[config.mk]
export PLATFORM = sky130hd
export DESIGN_NAME = fetch_bht_stage
export DESIGN_NICKNAME = d
export VERILOG_FILES = /design/src/rtl/fetch_bht_pkg.sv /design/src/rtl/fetch_bht.sv /design/src/rtl/fetch_bht_stage.sv
export SDC_FILE = /design/constraint.sdc
export NUM_CORES = 1
export LEC_CHECK = 0
export ABC_CLOCK_PERIOD_IN_PS = 7700
export CAP_MARGIN = 10
export CORE_MARGIN = 2
export CORE_UTILIZATION = 30
export DETAILED_ROUTE_END_ITERATION = 7
export GPL_ROUTABILITY_DRIVEN = 0
export PLACE_DENSITY_LB_ADDON = 0.05
export SETUP_SLACK_MARGIN = 0.3
export SKIP_CTS_REPAIR_TIMING = 1
export SLEW_MARGIN = 20
export SYNTH_ARGS = -nofsm -noshare
export SYNTH_HDL_FRONTEND = slang
export SYNTH_SLANG_ARGS = --single-unit
[constraint.sdc]
create_clock -name stg_clk -period 7.7 [get_ports stg_clk]
set_clock_uncertainty 0.15 [all_clocks]
set_input_delay 0.77 -clock stg_clk [delete_from_list [all_inputs] [get_ports stg_clk]]
set_output_delay 0.77 -clock stg_clk [all_outputs]
set_load 0.03 [all_outputs]
[src/rtl/fetch_bht_pkg.sv]
// Shared constants and helpers for the fetch stage and its branch history table.
package fetch_bht_pkg;

  localparam int unsigned CNT_W = 2;
  localparam logic [CNT_W-1:0] CNT_INIT_DEFAULT = 2'b01;

  localparam logic [6:0] OPC_BRANCH = 7'b1100011;
  localparam logic [6:0] OPC_JAL    = 7'b1101111;

  function automatic logic [CNT_W-1:0] sat_inc(input logic [CNT_W-1:0] c);
    return (c == '1) ? c : c + CNT_W'(1);
  endfunction

  function automatic logic [CNT_W-1:0] sat_dec(input logic [CNT_W-1:0] c);
    return (c == '0) ? c : c - CNT_W'(1);
  endfunction

  function automatic logic [31:0] imm_b(input logic [31:0] i);
    return {{19{i[31]}}, i[31], i[7], i[30:25], i[11:8], 1'b0};
  endfunction

  function automatic logic [31:0] imm_j(input logic [31:0] i);
    return {{11{i[31]}}, i[31], i[19:12], i[20], i[30:21], 1'b0};
  endfunction

endpackage

[src/rtl/fetch_bht.sv]
// Table of 2-bit counters: async reset, one combinational read, one write port.
// FETCH_BHT_BYPASS_EN forwards a same-cycle write to the read port.
module fetch_bht
  import fetch_bht_pkg::*;
#(
  parameter int unsigned IDX_BITS = 6,
  parameter logic [CNT_W-1:0] CNT_INIT = CNT_INIT_DEFAULT
) (
  input  logic                stg_clk,
  input  logic                reset,
  input  logic [IDX_BITS-1:0] rd_idx,
  output logic [CNT_W-1:0]    rd_cnt,
  input  logic                wr_en,
  input  logic [IDX_BITS-1:0] wr_idx,
  input  logic [CNT_W-1:0]    wr_cnt
);

  localparam int unsigned Entries = 2 ** IDX_BITS;

  logic [CNT_W-1:0] cnt_q [Entries];

  always_ff @(posedge stg_clk or posedge reset) begin
    if (reset) begin
      for (int unsigned i = 0; i < Entries; i++) begin
        cnt_q[i] <= CNT_INIT;
      end
    end else if (wr_en) begin
      cnt_q[wr_idx] <= wr_cnt;
    end
  end

  always_comb begin
`ifdef FETCH_BHT_BYPASS_EN
    rd_cnt = (wr_en && (wr_idx == rd_idx)) ? wr_cnt : cnt_q[rd_idx];
`else
    rd_cnt = cnt_q[rd_idx];
`endif
  end

endmodule

[src/rtl/fetch_bht_stage.sv]
// Fetch stage: PC register, B/JAL predecode with counter-based prediction, decode-side latch.
// Optional macro FETCH_BHT_BYPASS_EN: same-cycle counter update is visible to the lookup.
module fetch_bht_stage
  import fetch_bht_pkg::*;
#(
  parameter int unsigned BHT_IDX_BITS = 6,
  parameter logic [31:0] RESET_PC = 32'h0000_0000,
  parameter logic [CNT_W-1:0] CNT_INIT = CNT_INIT_DEFAULT
) (
  input  logic             stg_clk,
  input  logic             reset,
  input  logic             stg_ena,
  output logic [31:0]      imem_addr,
  input  logic [31:0]      imem_rdata,
  input  logic             redirect_valid,
  input  logic [31:0]      redirect_pc,
  input  logic             upd_valid,
  input  logic [31:0]      upd_pc,
  input  logic             upd_taken,
  input  logic [CNT_W-1:0] upd_counter,
  output logic [31:0]      pc_out,
  output logic [31:0]      instr_out,
  output logic             valid_out,
  output logic             branch_prediction_out,
  output logic [CNT_W-1:0] counter_out
);

  logic [31:0]             pc_q, pc_d;
  logic [BHT_IDX_BITS-1:0] lookup_idx, upd_idx;
  logic [CNT_W-1:0]        lookup_cnt, upd_cnt_new;
  logic                    pred;
  logic [31:0]             target;
  logic                    upd_pc_unused;

  assign imem_addr     = pc_q;
  assign lookup_idx    = pc_q[BHT_IDX_BITS+1:2];
  assign upd_idx       = upd_pc[BHT_IDX_BITS+1:2];
  assign upd_cnt_new   = upd_taken ? sat_inc(upd_counter) : sat_dec(upd_counter);
  assign upd_pc_unused = ^{upd_pc[31:BHT_IDX_BITS+2], upd_pc[1:0]};

  fetch_bht #(
    .IDX_BITS (BHT_IDX_BITS),
    .CNT_INIT (CNT_INIT)
  ) u_bht (
    .stg_clk (stg_clk),
    .reset   (reset),
    .rd_idx  (lookup_idx),
    .rd_cnt  (lookup_cnt),
    .wr_en   (upd_valid),
    .wr_idx  (upd_idx),
    .wr_cnt  (upd_cnt_new)
  );

  always_comb begin
    pred   = 1'b0;
    target = pc_q + 32'd4;
    case (imem_rdata[6:0])
      OPC_BRANCH: begin
        pred   = lookup_cnt[1];
        target = pc_q + imm_b(imem_rdata);
      end
      OPC_JAL: begin
        pred   = 1'b1;
        target = pc_q + imm_j(imem_rdata);
      end
      default: ;
    endcase
    pc_d = pred ? target : pc_q + 32'd4;
  end

  // Redirect wins over stall; the decode latch still captures this cycle, marked as a bubble.
  always_ff @(posedge stg_clk or posedge reset) begin
    if (reset) begin
      pc_q                  <= RESET_PC;
      pc_out                <= '0;
      instr_out             <= '0;
      valid_out             <= 1'b0;
      branch_prediction_out <= 1'b0;
      counter_out           <= '0;
    end else if (redirect_valid) begin
      pc_q                  <= redirect_pc;
      pc_out                <= pc_q;
      instr_out             <= imem_rdata;
      valid_out             <= 1'b0;
      branch_prediction_out <= pred;
      counter_out           <= lookup_cnt;
    end else if (stg_ena) begin
      pc_q                  <= pc_d;
      pc_out                <= pc_q;
      instr_out             <= imem_rdata;
      valid_out             <= 1'b1;
      branch_prediction_out <= pred;
      counter_out           <= lookup_cnt;
    end
  end

endmodule

==> out/qor.csv <==
metric,value,unit
outcome,completed,
Hold EP,pc_out[3]$_DFFE_PP0N_,
clk buf depth,3,
Synth Instances,1157,
Filler Cells Inserted,4189,
min Tclk post-route,5.63,ns
Final Non-Filler Cells,1875,
multi-input logic area,6780,um2
Worst Tran Pin Value,0.932,ns
initial antenna violation count,1,
most common library cells after synthesis,"mux2_2, dfrtp_1, nand2_1",
first-pass GRT wire length,61.7,mm
CTS root buffer,clkbuf_16,
R2R depth,10,
Total Nets Final,1452,
number of synthesized flops with an enable pin,0,
Num CTS Buffers,28,
Seq cells post-synth,228,
clock slew at reported path FFs,0.06,ns
ys flop type,dfrtp_1,
Worst EP required,8.01,ns
PD cells,231,nW/um2
post-route ant nets,0,
mapped cell area,12900,um2
Die H,211,um
pre-CTS WS,1.43,ns
worst vdd ir,0.000163,V
Post-synth ARST share,100,%
WHS Path Cells,2,
largest net degree at the start of global routing,117,
CTS tree,built,
Max-Cap Viols,0,
Total GRT Usage,18.0,%
DR WL/cell,21.3,um
CTS sink cnt,228,
most instantiated library cell after synthesis,mux2_2,
Post-Route WL,39.9,mm
final hold vios,0,
CP startpoint kind,primary input,
Cell Rows,75,
Placeable Area,42200,um2
synthesized area per cell,11.2,um2
Max Fclk,178,MHz
hold path startpoint,pc_out[3]$_DFFE_PP0N_,
"Seq/Total Area, Yosys",44.8,%
kind of critical path,in2reg,
fin crit share,73.1,%
Final Cell Area,16100,um2
Synth area leader,dfrtp_1,
WP data arrival,5.94,ns
H-tree depth,1,
vias in the first global route,9855,
worst r2r dst,imem_addr[7]$_DFFE_PP0N_,
grt ovf,0,
Initial Util,30.6,%
post-DP HPWL,27.6,mm
area occupied by registers,5790,um2
ranking of synthesized cells by area,"dfrtp_1, mux2_2, dfstp_2",
# IOs,204,
Slew Limit Fails,0,
Vias/cell,5.16,
drt pass-1 iters,5,
maximum net fanout on the critical path,9,
r2r setup slk,2.74,ns
Port Buffers,177,
Die X,211,um
Initial DRC Count,453,
"Area growth, synth to finish",25.1,%
post-route worst setup slack,2.07,ns
Pleak,6.61,nW
Max-slew headroom,37.8,%
unrepaired setup endpoints after global routing,no,
share of the synthesized area in the top cell type,31.8,%
via count,9683,
CP Capture Type,flop,
reg2reg start,imem_addr[2]$_DFFE_PP0N_,
library cells used by synthesis,74,
DIE AREA,44700,um2
hold crit path type,reg2reg,
Final TNS setup,0,ns
DP Area,15200,um2
Syn Nets,1296,
worst skew pair latency,0.56,ns
utilization after layout,38.2,%
DP Cell Count,1822,
Syn. warnings,0,
number of remaining DRC errors,0,
layout cell share with drive strength beyond 1,27.8,%
Final setup viols,0,
==> how the worst max path moves through the flow <==
stage / from / endpoint / slack [ns] / cells past startpoint
6_report: imem_rdata[6] / imem_addr[29]$_DFFE_PP0N_ / 2.07 / 16
5_1_grt: imem_rdata[6] / imem_addr[31]$_DFFE_PP0N_ / 1.56 / 16
4_1_cts: imem_rdata[6] / imem_addr[29]$_DFFE_PP0N_ / 2.01 / 16
3_5_place_dp: imem_rdata[6] / imem_addr[29]$_DFFE_PP0N_ / 1.43 / 16
3_3_place_gp: imem_rdata[6] / imem_addr[29]$_DFFE_PP0N_ / 1.49 / 16
2_1_floorplan: reset / branch_prediction_out$_DFFE_PP0N_ / 0.64 / 1
==> metal layers <==
layer	vias up	wire [um]	share of wire, %	GRT usage, %
met1	4882	18100	45	24.1
met4	0	880	2.2	4.42
met3	46	1510	3.8	2.45
li1	4586	-	-	-
met2	169	19300	49	30.5
met5	-	0	0	0
==> power by group <==
group / switching (mW) / internal (mW) / leakage [nW]
Sequential: 0.116 / 1.38 / 2.71
Combinational: 0.481 / 0.427 / 3.45
Clock: 0.531 / 0.797 / 0.454
Total: 1.13 / 2.61 / 6.61
==> cell families after synthesis <==
kind of cell | synth area share [%]
muxes | 24.0
xor gates and xnor gates | 2.38
DFF | 44.8
adders and majority gates | 3.61
AOI/OAI and AO/OA | 10.9
and+or+nand+nor | 11.5
buffers and inverters | 2.75
==> area by class of cell <==
type	instances	share of cell area, %
Antenna cell	1	0.0155
Multi-Input combinational cell	842	42.0
Inverter	22	0.558
Timing Repair Buffer	191	11.7
Tap cell	539	4.18
Sequential cell	228	35.8
Clock buffer	45	5.36
Clock inverter	7	0.403
==> sequential cells by signal, summed over array words and instances (netlist names) <==
name,cells
instr_out,32
imem_addr,32
u_bht.cnt_q,128
valid_out,1
pc_out,32
counter_out,2
branch_prediction_out,1
==> placed cells by master (no fill, tap or decap), types with 7 or more instances in the layout <==
cell type and n:
buf_4 13, nor2b_1 10, ha_1 34, nor2_1 76
nor3_1 13, o211ai_1 7, nor3b_1 7, a31oi_1 7
a21o_1 19, clkdlybuf4s50_1 176, o21ai_0 48, nand3_1 38
clkbuf_8 8, clkbuf_1 8, xnor2_1 20, nand2_1 106
o21a_1 7, mux4_2 35, mux2i_1 8, mux2_2 198
nand4_1 14, dfrtp_1 163, xor2_1 15, a21oi_1 58
a211oi_1 9, and3_1 13, clkbuf_16 29, dfstp_2 64
inv_1 20
==> metrics by stage <==
step | power (mW) | hold slack (ns)
global placement | 2.44 | 0.317
floorplan | 2.09 | 0.321
finish | 3.74 | 0.332
detailed placement | 2.44 | 0.324
CTS | 3.81 | 0.337
global route | 3.94 | 0.358
==> worst max-delay path, stage by stage <==
cell,delay (ns)
clkdlybuf4s50_1,0.47
nor2b_1,0.17
nand4_1,0.31
nor2_2,0.62
mux2_2,0.40
ha_1,0.22
fa_1,0.41
a21oi_1,0.22
o211ai_1,0.26
a211oi_1,0.62
o211ai_1,0.28
a2111oi_0,0.54
nor2_1,0.12
xor2_1,0.15
mux2i_1,0.08
a221oi_1,0.29
No activity file was read; power rests on OpenSTA's default activity.
